File: src/rtl/io_access_sequencer.sv
// IO-page access sequencer: stalls the core while a single load/store is carried
// out on one of NDEV memory-mapped devices, with timeout and sticky error reporting.
module io_access_sequencer #(
  parameter int NDEV    = 4,
  parameter int TIMEOUT = 16
) (
  input  logic            clock,
  input  logic            reset,
  input  logic            IORead,
  input  logic            IOWrite,
  input  logic [7:0]      io_addr,
  input  logic [31:0]     io_wdata,
  input  logic            dev_ack,
  input  logic [31:0]     dev_rdata,
  input  logic            err_clr,
  output logic            stall,
  output logic [31:0]     io_rdata,
  output logic            io_rdata_valid,
  output logic [NDEV-1:0] dev_sel,
  output logic            dev_req,
  output logic            dev_we,
  output logic [3:0]      dev_addr,
  output logic [31:0]     dev_wdata,
  output logic            io_err
);

  typedef enum logic [1:0] {
    IDLE   = 2'd0,
    ACCESS = 2'd1,
    DONE   = 2'd2
  } state_t;

  state_t          state, state_nxt;
  logic [4:0]      cnt;
  logic [NDEV-1:0] sel_dec;
  logic            mapped;
  logic            start;
  logic            fault;
  logic            ack_rd;

  always_comb begin
    sel_dec = '0;
    for (int i = 0; i < NDEV; i++) sel_dec[i] = (io_addr[7:4] == 4'(i));
  end

  assign mapped = ({28'd0, io_addr[7:4]} < 32'(NDEV));

  // A simultaneous load and store is treated like an unmapped access.
  always_comb begin
    state_nxt = state;
    start     = 1'b0;
    fault     = 1'b0;
    ack_rd    = 1'b0;
    case (state)
      IDLE: begin
        if (IORead | IOWrite) begin
          if ((IORead ^ IOWrite) && mapped) begin
            start     = 1'b1;
            state_nxt = ACCESS;
          end else begin
            fault     = 1'b1;
            state_nxt = DONE;
          end
        end
      end
      ACCESS: begin
        if (dev_ack) begin
          ack_rd    = ~dev_we;
          state_nxt = DONE;
        end else if (cnt == 5'(TIMEOUT - 1)) begin
          fault     = 1'b1;
          state_nxt = DONE;
        end
      end
      DONE:    state_nxt = IDLE;
      default: state_nxt = IDLE;
    endcase
  end

  assign stall          = ((state == IDLE) && (IORead | IOWrite)) || (state == ACCESS);
  assign dev_req        = (state == ACCESS);
  assign io_rdata_valid = (state == DONE);

  always_ff @(posedge clock) begin
    if (reset) begin
      state     <= IDLE;
      cnt       <= '0;
      io_rdata  <= '0;
      dev_sel   <= '0;
      dev_we    <= 1'b0;
      dev_addr  <= '0;
      dev_wdata <= '0;
      io_err    <= 1'b0;
    end else begin
      state <= state_nxt;
      if (start) begin
        dev_addr  <= io_addr[3:0];
        dev_wdata <= io_wdata;
        dev_we    <= IOWrite;
        dev_sel   <= sel_dec;
        cnt       <= '0;
      end else if (state == ACCESS) begin
        cnt <= cnt + 5'd1;
      end
      // dev_sel must read all-zero as soon as the access ends.
      if ((state == ACCESS) && (state_nxt != ACCESS)) dev_sel <= '0;
      if (fault)       io_rdata <= '0;
      else if (ack_rd) io_rdata <= dev_rdata;
      // A new error event outranks a simultaneous clear.
      if (fault)        io_err <= 1'b1;
      else if (err_clr) io_err <= 1'b0;
    end
  end

endmodule

File: config.mk
export PLATFORM = sky130hd
export DESIGN_NAME = io_access_sequencer
export DESIGN_NICKNAME = d
export VERILOG_FILES = /design/src/rtl/io_access_sequencer.sv
export SDC_FILE = /design/constraint.sdc
export NUM_CORES = 1
export LEC_CHECK = 0
export ABC_CLOCK_PERIOD_IN_PS = 1600
export CORE_MARGIN = 2
export CORE_UTILIZATION = 38
export CTS_BUF_LIST = sky130_fd_sc_hd__clkbuf_4
export DETAILED_ROUTE_END_ITERATION = 8
export GPL_TIMING_DRIVEN = 0
export PLACE_DENSITY_LB_ADDON = 0.08
export RECOVER_POWER = 100
export SYNTH_ARGS = -nofsm -noshare
export SYNTH_HDL_FRONTEND = slang
export SYNTH_SLANG_ARGS = --single-unit
export TNS_END_PERCENT = 1
File: constraint.sdc
create_clock -name clock -period 1.6 [get_ports clock]
set_clock_uncertainty 0.1 [all_clocks]
set_input_delay 0.16 -clock clock [delete_from_list [all_inputs] [get_ports clock]]
set_output_delay 0.16 -clock clock [all_outputs]
set_load 0.02 [all_outputs]
==> qor.yml, run 1 <==
status:
  outcome: "complete, but fails checks"
  violations: "setup timing"
synth:
  yosysUniqueCellTypes: 34
  yosys-top-cells-area: "dfxtp_1, a21oi_2, nand2_1"
  ys_seq_area_share_pct: 49.8
  synth_seq_cells: 81
  ys_async_sr_fraction_pct: 0
  syn_area_um2: 3250
  synth-main-ff-cell: "dfxtp_1"
  avgSynthCellArea_um2: 8.49
  post_synth_fa_ha_maj_area_fraction_pct: 1.15
  synth_top_area_cell: "dfxtp_1"
  yosysWarnings: 0
  synth-simple-area-share_pct: 19.6
  synth_top_family_by_area: "compound AO/OA/AOI/OAI gates"
  syn_nets: 464
  muxShareOfSynthArea_pct: 0.615
  netlist.area_leader.share_pct: 49.8
  synth_compound_area_share_pct: 22.3
  synth_edf_count: 0
  synthXorXnorAreaFrac_pct: 0.538
  syn_inst: 383
drt:
  viasPerCell: 4.93
  wl_um: 9500
  dr.pass1.iters: 4
  vias: 3250
  postRouteAntennaNets: 0
  avgRoutedWirePerCell_um: 14.4
  drcViolationCount: 0
  drt_iter0_drc: 95
sta:
  finalHoldViolCount: 0
  max_freq_ghz: 0.550
  slew_headroom_pct: 69.7
  setup_viol: 54
  drv_slew: 0
  worst_slew_pin_slew_ps: 455
  fin_crit_ps: 1820
  period_share_pct: 114
  fin_ws_ps: -218
  rsz0062_at_grt: "yes"
setup_path:
  worstSetupStartpointType: "register"
  worstSetupPathType: "register to register"
  critPathArrivalTime_ps: 2080
  r2r_cells: 6
  crit_path_end_kind: "register"
  critPathMaxFanout: 10
  r2r_slack_ps: -220
  r2r_end: "io_rdata[9]"
  r2r-start: "cnt[0]"
  crit_required_ps: 1860
cts:
  worst_skew_pair.late_latency_ps: 420
  cts_made_buffers: 9
  postCtsSetupRepairBufs: 0
  cts_root_buf: "clkbuf_4"
  cts_htree_levels: 3
  cts.sinks: 81
  clock_path_buffers: 2
  path_clk_slew_ps: 120
  tritoncts: "built"
grt:
  grt_usage_pct: 19.9
  grt_overflow: 0
  grt_pass1_vias: 3077
  grt_pass1_wl_um: 14300
  grt_start_max_net_pins: 14
  antenna_found_initial: 0
worst_hold_path:
  hold_path_end: "dev_we"
  whs_path_depth: 3
  hp-class: "primary input to register"
  worstHoldStart: "IOWrite"
placement:
  port_buffers: 153
  post-place-ws_ps: -967
  hpwl_um: 6870
  gp_congestion: 0.735
  dp_cells: 641
power:
  power_mw: 3.77
  power_density_nw_per_um2: 733
  peakVddDrop_mv: 0.407
  power.leakage_nw: 2.05
die:
  core_area_um2: 8260
  row_count: 33
  die_x_um: 96.5
  die_area_um2: 9320
  initial_core_util_pct: 39.4
  die_y_um: 96.5
  pin_count: 155
run:
  maxCapViolCount: 0
layout:
  fin_nets: 630
  diodes: 0
  final_core_util_pct: 62.3
  layoutNonFillerInstCount: 659
  drive_above_1_share_pct: 16.4
  synthToLayoutAreaGrowth_pct: 58.2
[cells in the final DEF (no fill, tap or decap), types with 2 or more instances in the layout]
| cell type | Yosys | routed |
|---|---|---|
| nand4_1 | 2 | 2 |
| buf_4 | 0 | 4 |
| nor2_1 | 3 | 3 |
| nor3_1 | 4 | 3 |
| clkinv_2 | 0 | 3 |
| nand4b_1 | 2 | 2 |
| ha_4 | 0 | 3 |
| clkbuf_1 | 29 | 11 |
| o41ai_1 | 4 | 3 |
| clkbuf_8 | 0 | 2 |
| clkinv_1 | 0 | 2 |
| o21ai_1 | 3 | 16 |
| clkbuf_2 | 0 | 9 |
| inv_1 | 8 | 6 |
| nor4_1 | 2 | 2 |
| mux2i_1 | 2 | 2 |
| nand3_1 | 38 | 38 |
| clkinvlp_4 | 0 | 2 |
| nand3b_1 | 2 | 2 |
| dfxtp_2 | 0 | 2 |
| a21oi_1 | 44 | 44 |
| dlygate4sd2_1 | 0 | 76 |
| o21ai_0 | 35 | 21 |
| clkdlybuf4s50_1 | 0 | 74 |
| nor2b_1 | 3 | 3 |
| buf_8 | 0 | 3 |
| buf_2 | 4 | 4 |
| nand2_1 | 67 | 67 |
| clkbuf_4 | 0 | 13 |
| a21oi_2 | 30 | 30 |
| dfxtp_1 | 81 | 79 |
| clkbuf_16 | 0 | 2 |
| buf_6 | 3 | 2 |
[where the power goes]
part / total (mW) / leakage, nW / switching [mW] / internal (mW)
combinational: 0.701 / 1.34 / 0.354 / 0.347
sequential: 2.08 / 0.656 / 0.0189 / 2.06
clock: 0.997 / 0.0566 / 0.697 / 0.301
total: 3.77 / 2.05 / 1.07 / 2.70
[synth_stat cells, drive strengths merged, types with 2 or more instances]
library cell / instances
nand3b: 2
nor3: 5
nand3: 38
nor2b: 3
dfxtp: 81
mux2i: 2
nor2: 4
nor4: 2
o21ai: 38
inv: 8
nand4b: 2
o41ai: 4
nand4: 2
ha: 3
a21oi: 74
nand2: 67
nor3b: 2
buf: 7
clkbuf: 29
[layer usage]
metal	vias to the layer above	routed length (µm)	track usage, %
met2	99	4600	32.3
met1	1479	3930	23.7
met4	0	166	9.04
met5	-	0	0
li1	1660	-	-
met3	12	809	6.59
[critical path, cell delays in order, from the launching register on]
cell	delay (ps)
dfxtp_2	370
ha_4	170
and3_4	180
ha_4	170
a221o_4	490
buf_8	180
a21oi_2	100
[cells by family after synthesis]
kind of cell             Yosys count
AND/OR/NAND/NOR                  133
buffers and inverters             44
flip-flops                        81
adder cells (fa/ha/maj)            3
AO/OA/AOI/OAI                    118
XOR/XNOR                           2
multiplexers                       2
[state kept, by name (all words and copies together), names as in the netlist]
name	flops
dev_addr	4
dev_we	1
cnt	5
dev_sel	4
io_err	1
state	2
io_rdata	32
dev_wdata	32
[stage by stage]
stage	cell area, µm²	TNS, ps	hold WS, ps
after floorplan	3280	-1490	196
after global placement	4950	-63790	343
after detailed placement	4950	-66250	356
after CTS	5030	-5890	71.7
after global routing	5150	-10790	69.2
final	5150	-6870	89.3
[cell type report]
class,instances,area (µm²)
Multi-Input combinational cell,258,1530
Buffer,36,235
Tap cell,105,131
Inverter,8,42.5
Clock buffer,9,67.6
Timing Repair Buffer,155,1480
Sequential cell,81,1620
Fill cell,793,3110
Clock inverter,7,37.5
[worst max path at each step]
stage / start / depth (start not counted) / end / slack (ps)
2_1_floorplan: IORead / 6 / io_rdata[10] / -50
3_3_place_gp: IORead / 7 / dev_wdata[30] / -900
3_5_place_dp: IORead / 7 / dev_wdata[13] / -970
4_1_cts: cnt[0] / 6 / io_rdata[13] / -210
5_1_grt: cnt[0] / 6 / io_rdata[9] / -260
6_report: cnt[0] / 6 / io_rdata[9] / -220
[timing repair]
| item | 4_1_cts | 5_1_grt |
|---|---|---|
| pin swaps | 2 | 1 |
| setup endpoints to repair | 158 | 77 |
| hold buffers | 0 | 0 |
| resized for setup | 131 | 33 |
| gates cloned | 0 | 2 |
Power figures use the tool's default switching activity.
==> inputs of run 2 (changes only) <==
==> constraint.sdc (replaced) <==
create_clock -name clock -period 1.6 [get_ports clock]
set_clock_uncertainty 0.1 [all_clocks]
set_input_delay 0.24 -clock clock [delete_from_list [all_inputs] [get_ports clock]]
set_output_delay 0.24 -clock clock [all_outputs]
set_load 0.02 [all_outputs]
==> run 2 against run 1 <==
Net effect:
- the flow still finishes with violations (setup timing)
- flip-flop and latch count unchanged
- combinational power rose by 8.0%
- total power up 15%
- final area up 3.2%
- non-clock buffer count increased by 5
- count of clock-buffer cells in the layout increased by 1
- sequential share of layout area down 0.96 points
- critical path type unchanged
- critical endpoint is now io_rdata[25]
- highest routed layer unchanged
==> qor.yml, run 2 (synthesis gave the netlist of run 1 again) <==
status:
  outcome: "complete, but fails checks"
  violations: "setup timing"
setup_path:
  cp.buffers_inverters: 2  # +1
  cp_common_cell: "ha_4"
  r2r-start: "cnt[0]"
  r2r_slack_ps: -240  # -20 ps
  critPathMaxStageDelay_ps: 410  # -80 ps
  critPathArrivalTime_ps: 2080  # about the same
  r2r_end: "io_rdata[25]"
  crit_required_ps: 1840  # -20 ps
  cp_top_family: "compound AO/OA/AOI/OAI gates"
  worstSetupPathType: "register to register"
  critPathMaxFanout: 5  # -5
  crit_path_end_kind: "register"
  cp_slowest_cell: "a221o_4"
  r2r_cells: 7  # +1
  worstSetupStartpointType: "register"
  cp_cell_sequence: "ha_4, and3_4, ha_4, a221o_4, buf_12, buf_8, a21oi_2"
layout:
  layout_common_cells: "dfxtp_1, dlygate4sd2_1, clkdlybuf4s50_1"
  fin_nets: 635  # +0.79%
  diodes: 0  # unchanged
  layoutNonFillerInstCount: 664  # +0.76%
  largestRegisters: "dev_wdata (32), io_rdata (32), cnt (5)"
  fin_area_um2: 5310  # +3.2%
  layout_commonest_cell: "dfxtp_1"
  synthToLayoutAreaGrowth_pct: 63.3
  drive_above_1_share_pct: 18.6  # +2.2 points
  nFillCells: 735  # -7.3%
die:
  pin_count: 155  # unchanged
  core_area_um2: 8260  # unchanged
  die_area_um2: 9320  # unchanged
  die_y_um: 96.5  # unchanged
  row_count: 33  # unchanged
  initial_core_util_pct: 39.4  # unchanged
  die_x_um: 96.5  # unchanged
placement:
  port_buffers: 153  # unchanged
  dp_cells: 641  # unchanged
  hpwl_um: 6980  # +1.6%
  post_dp_cell_area_um2: 4940  # about the same
  post-place-ws_ps: -1020  # -57.0 ps
  gp_congestion: 0.810  # +10%
drt:
  dr.pass1.iters: 4  # unchanged
  wl_um: 9860  # +3.8%
  drcViolationCount: 0  # unchanged
  postRouteAntennaNets: 0  # unchanged
  drt_iter0_drc: 83  # -13%
  viasPerCell: 5.07  # +2.8%
  vias: 3365  # +3.5%
  avgRoutedWirePerCell_um: 14.9  # +3.0%
grt:
  grt_start_max_net_pins: 14  # unchanged
  grt_usage_pct: 21.3  # +1.4 points
  antenna_found_initial: 0  # unchanged
  grt_pass1_wl_um: 15600  # +9.2%
  grt_pass1_vias: 3420  # +11%
  grt_overflow: 0  # unchanged
sta:
  setup_viol: 59  # +9.3%
  fin_crit_ps: 1840  # +19.8 ps
  max_freq_ghz: 0.544  # -1.1%
  fin_ws_ps: -237  # -19.8 ps
  worst_slew_pin_slew_ps: 486  # +31.7 ps
  finalHoldViolCount: 0  # unchanged
  drv_slew: 0  # unchanged
  period_share_pct: 115  # +1.2 points
  rsz0062_at_grt: "yes"
  slew_headroom_pct: 67.6  # -2.1 points
  setup_tns_ps: -5670  # +1200 ps
cts:
  hold_buffers: 0  # unchanged
  path_clk_slew_ps: 120  # about the same
  cts_htree_levels: 3  # unchanged
  worst_skew_pair.late_latency_ps: 420  # about the same
  clock_path_buffers: 2  # unchanged
  cts.sinks: 81  # unchanged
  cts_root_buf: "clkbuf_4"
  cts_made_buffers: 9  # unchanged
  tritoncts: "built"
worst_hold_path:
  hold_path_end: "dev_we"
  worstHoldStart: "IOWrite"
  whs_path_depth: 3  # unchanged
  hp-class: "primary input to register"
power:
  peakVddDrop_mv: 0.487  # +20%
  power_density_nw_per_um2: 815  # +11%
  power.leakage_nw: 2.12  # +3.1%
run:
  maxCapViolCount: 0  # unchanged
==> run 2: changes by cell type in the layout (fill, tap and decap cells not counted), sizes merged <==
cell           delta
inv               -1
clkbuf            +1
clkdlybuf4s15     +2
bufinv            +3
dlygate4sd2       -1
clkdlybuf4s50     -2
buf               +6
clkinvlp          -1
clkinv            -2
==> run 2: area by class of cell <==
cell class                 instances  area, µm²  share of cell area, %
buffer                            36        249                   4.69
clock buffer                      10       75.1                   1.41
clock inverter                     6        106                   2.00
inverter                           8       37.5                  0.707
multi-input combinational        258       1540                   29.0
sequential                        81       1630                   30.6
tap                              105        131                   2.47
timing repair buffer             160       1550                   29.1
==> run 2: metrics by stage <==
stage | hold WS (ps) | util [%] | power (mW)
finish | 95.2 | 64.3 | 4.33
global route | 74.4 | 64.3 | 4.52
CTS | 131 | 64.2 | 4.37
detailed placement | 350 | 59.9 | 2.78
global placement | 344 | 59.9 | 2.78
floorplan | 276 | - | 2.42
==> run 2: worst max path at each step <==
stage          startpoint             to  slack, ps  cells past startpoint
2_1_floorplan      IORead   io_rdata[10]       -100                      6
3_3_place_gp      IOWrite  dev_wdata[31]       -980                      7
3_5_place_dp      IOWrite         dev_we      -1020                      7
4_1_cts            cnt[0]   io_rdata[23]       -220                      7
5_1_grt            cnt[1]   io_rdata[25]       -290                      7
6_report           cnt[0]   io_rdata[25]       -240                      7
==> run 2: metal layers <==
layer / vias up / routed length, µm / global-route usage (%)
met3: 8 / 815 / 7.53
li1: 1675 / - / -
met4: 0 / 124 / 7.51
met2: 111 / 4810 / 36.2
met5: - / 0 / 0
met1: 1571 / 4110 / 24.8
==> run 2: worst register-to-register path: cells and delay by family, from the launching register on <==
family | cells | cell delay (ps)
buffers and inverters | 2 | 280
AOI/OAI and AO/OA | 2 | 530
adders and majority gates | 2 | 330
and+or+nand+nor | 1 | 180
DFF | 1 | 360
==> run 2: power breakdown <==
part           leakage [nW]  internal, mW  switching (mW)  total [mW]
combinational          1.37         0.385           0.372       0.757
sequential            0.656          2.06          0.0198        2.08
clock                0.0940         0.802           0.694        1.50
total                  2.12          3.24            1.09        4.33
==> run 2: timing repair <==
item                                    in CTS  in global routing
cloned                                       2                  0
endpoints found under the setup margin     158                 78
resized for setup                          163                 27
pin swaps                                    2                  1
buffers inserted                             5                  0
==> inputs of run 3 (changes only) <==
--- a/config.mk
+++ b/config.mk
@@ -5,14 +5,16 @@
 export SDC_FILE = /design/constraint.sdc
 export NUM_CORES = 1
 export LEC_CHECK = 0
+export ABC_AREA = 1
 export ABC_CLOCK_PERIOD_IN_PS = 1600
 export CORE_MARGIN = 2
-export CORE_UTILIZATION = 38
+export CORE_UTILIZATION = 39
 export CTS_BUF_LIST = sky130_fd_sc_hd__clkbuf_4
 export DETAILED_ROUTE_END_ITERATION = 8
 export GPL_TIMING_DRIVEN = 0
 export PLACE_DENSITY_LB_ADDON = 0.08
 export RECOVER_POWER = 100
+export SKIP_LAST_GASP = 1
 export SYNTH_ARGS = -nofsm -noshare
 export SYNTH_HDL_FRONTEND = slang
 export SYNTH_SLANG_ARGS = --single-unit
==> run 3 against run 2 <==
Net effect:
- the flow still finishes with violations (setup timing)
- flip-flop and latch count is the same
- critical path type is now primary input to output pin
- area after synthesis grew 7.7%
- sequential share of layout area shrank 0.35 points
- critical endpoint is now stall
- global-route usage shrank 3.1 points
==> qor.yml, run 3 <==
cts:
  worst_skew_pair.late_latency_ps: 400  # -20 ps
  path_clk_slew_ps: 140  # +20 ps
  tritoncts: "built"
  cts_htree_levels: 3  # unchanged
  cts_made_buffers: 9  # unchanged
  cts_root_buf: "clkbuf_4"
  cts.sinks: 81  # unchanged
  clock_path_buffers: 2  # unchanged
die:
  row_count: 34  # +3.0%
  die_area_um2: 9760  # +4.7%
  initial_core_util_pct: 40.2  # +0.78 points
  pin_count: 155  # unchanged
  die_y_um: 98.8  # +2.3%
  die_x_um: 98.8  # +2.3%
  core_area_um2: 8720  # +5.6%
grt:
  grt_pass1_wl_um: 14600  # -6.0%
  grt_pass1_vias: 3411  # -0.26%
  grt_usage_pct: 18.2  # -3.1 points
  grt_start_max_net_pins: 14  # unchanged
  antenna_found_initial: 0  # unchanged
  grt_overflow: 0  # unchanged
setup_path:
  worstSetupPathType: "primary input to output pin"
  cp_slowest_cell: "clkdlybuf4s50_1"
  critPathMaxStageDelay_ps: 450  # +40 ps
  cp_cell_sequence: "clkdlybuf4s50_1, inv_1, ha_1, nor2_1, nand2_2, nand2_1, buf_2"
  crit_required_ps: 1260  # -580 ps
  worstSetupStartpointType: "primary input"
  crit_path_end_kind: "output pin"
  critPathArrivalTime_ps: 1400  # -680 ps
  critPathMaxFanout: 3  # -2
synth:
  syn_nets: 621  # +34%
  synth_top_area_cell: "dfxtp_1"
  yosys-top-cells-area: "dfxtp_1, nand2_1, nor2_1"
  ys_async_sr_fraction_pct: 0  # unchanged
  synth.most_common_cell: "nand2_1"
  synth_seq_cells: 81  # unchanged
  synth_top_cells_by_count: "nand2_1, nor2_1, inv_1, dfxtp_1, nand3_1"
  synth-main-ff-cell: "dfxtp_1"
  netlist.area_leader.share_pct: 46.3  # -3.6 points
  ys_seq_area_share_pct: 46.3  # -3.6 points
  syn_area_um2: 3500  # +7.7%
  syn_inst: 540  # +41%
  yosysUniqueCellTypes: 19  # -44%
  yosysWarnings: 0  # unchanged
  avgSynthCellArea_um2: 6.49  # -24%
  synth_edf_count: 0  # unchanged
placement:
  port_buffers: 154  # +0.65%
  dp_cells: 802  # +25%
  gp_congestion: 0.790  # -2.5%
  hpwl_um: 6790  # -2.7%
sta:
  slew_headroom_pct: 68.7  # +1.1 points
  period_share_pct: 109  # -6.0 points
  fin_ws_ps: -141  # +96.5 ps
  rsz0062_at_grt: "yes"
  max_freq_ghz: 0.574  # +5.5%
  setup_viol: 109  # +85%
  worst_slew_pin_slew_ps: 469  # -16.9 ps
  finalHoldViolCount: 0  # unchanged
  fin_crit_ps: 1740  # -96.5 ps
  drv_slew: 0  # unchanged
status:
  outcome: "complete, but fails checks"
  violations: "setup timing"
power:
  power_mw: 4.05  # -6.4%
  power_density_nw_per_um2: 756  # -7.2%
  power.leakage_nw: 2.40  # +13%
  peakVddDrop_mv: 0.428  # -12%
drt:
  postRouteAntennaNets: 0  # unchanged
  wl_um: 8910  # -9.7%
  viasPerCell: 4.31  # -15%
  drcViolationCount: 0  # unchanged
  drt_iter0_drc: 99  # +19%
  vias: 3540  # +5.2%
  dr.pass1.iters: 4  # unchanged
  avgRoutedWirePerCell_um: 10.9  # -27%
run:
  maxCapViolCount: 0  # unchanged
worst_hold_path:
  hp-class: "primary input to register"
layout:
  layout_commonest_cell: "nand2_1"
  nFillCells: 849  # +16%
  fin_nets: 789  # +24%
  register_area_um2: 1620  # -0.23%
  synthToLayoutAreaGrowth_pct: 53.0
  diodes: 0  # unchanged
  largestRegisters: "dev_wdata (32), io_rdata (32), cnt (5)"
  multi_input_area_um2: 1430  # -7.4%
  layout_common_cells: "nand2_1, clkdlybuf4s50_1, nor2_1"
  layoutNonFillerInstCount: 821  # +24%
  drive_above_1_share_pct: 7.01  # -12 points
## run 3: worst max-delay path: cells and delay by family
kind / cells / cell delay [ps]
buffers and inverters: 3 / 650
AND/OR/NAND/NOR: 3 / 300
adder cells (fa/ha/maj): 1 / 200
## run 3: worst paths after layout
path / to / cells after the start / slack [ps] / start
worst min register to register: cnt[4] / 2 / 380 / cnt[4]
worst min-delay path: dev_wdata[13] / 5 / 320 / io_wdata[13]
worst max-delay path: stall / 7 / -140 / IORead
worst max register to register: io_rdata[31] / 7 / -100 / cnt[0]
## run 3: where the power goes
part,internal (mW),leakage [nW],switching [mW],total [mW]
Combinational,0.378,1.67,0.355,0.734
Clock,0.511,0.0749,0.694,1.21
Sequential,2.08,0.656,0.0349,2.12
Total,2.97,2.40,1.08,4.05
## run 3: kinds of logic after synthesis
family / count (synthesis) / synth area share, %
flip-flops: 81 / 46.3
adder cells (fa/ha/maj): 3 / 1.07
AO/OA/AOI/OAI: 7 / 1.00
buffers and inverters: 113 / 13.4
XOR/XNOR: 1 / 0.250
AND/OR/NAND/NOR: 335 / 38.0
## run 3: layer usage
metal | track usage (%) | vias up | part of all wire (%) | routed length, µm
li1 | - | 1904 | - | -
met1 | 20.2 | 1531 | 42 | 3750
met2 | 32.6 | 96 | 48 | 4300
met3 | 6.45 | 9 | 8.7 | 771
met4 | 5.48 | 0 | 1.0 | 93
met5 | 0 | - | 0 | 0
## run 3: final cells by class
cell class	instances	area share, %
plain buffers	25	2.85
inverters	88	6.16
clock inverters	5	1.03
repair buffers	157	29.1
clock buffers	11	1.54
well taps	108	2.52
multi-input cells	346	26.6
flip-flops and latches	81	30.3
## run 3: stage by stage
step	utilization (%)	setup TNS, ps	hold WS (ps)	area (µm²)	setup slack (ps)
after floorplan	-	0	209	3500	97.6
after global placement	59.4	-30380	352	5180	-590
after detailed placement	59.4	-32980	366	5180	-615
after CTS	61.0	-15500	294	5320	-199
after global routing	61.5	-21040	313	5360	-213
final	61.5	-10020	319	5360	-141
## run 3: what timing repair did
action | in CTS | in global routing
setup endpoints to repair | 111 | 151
resized for setup | 12 | 11
endpoints found under the hold margin | 0 | 0
hold buffers | 0 | 0
pin swaps | 0 | 2
setup buffers | 0 | 3
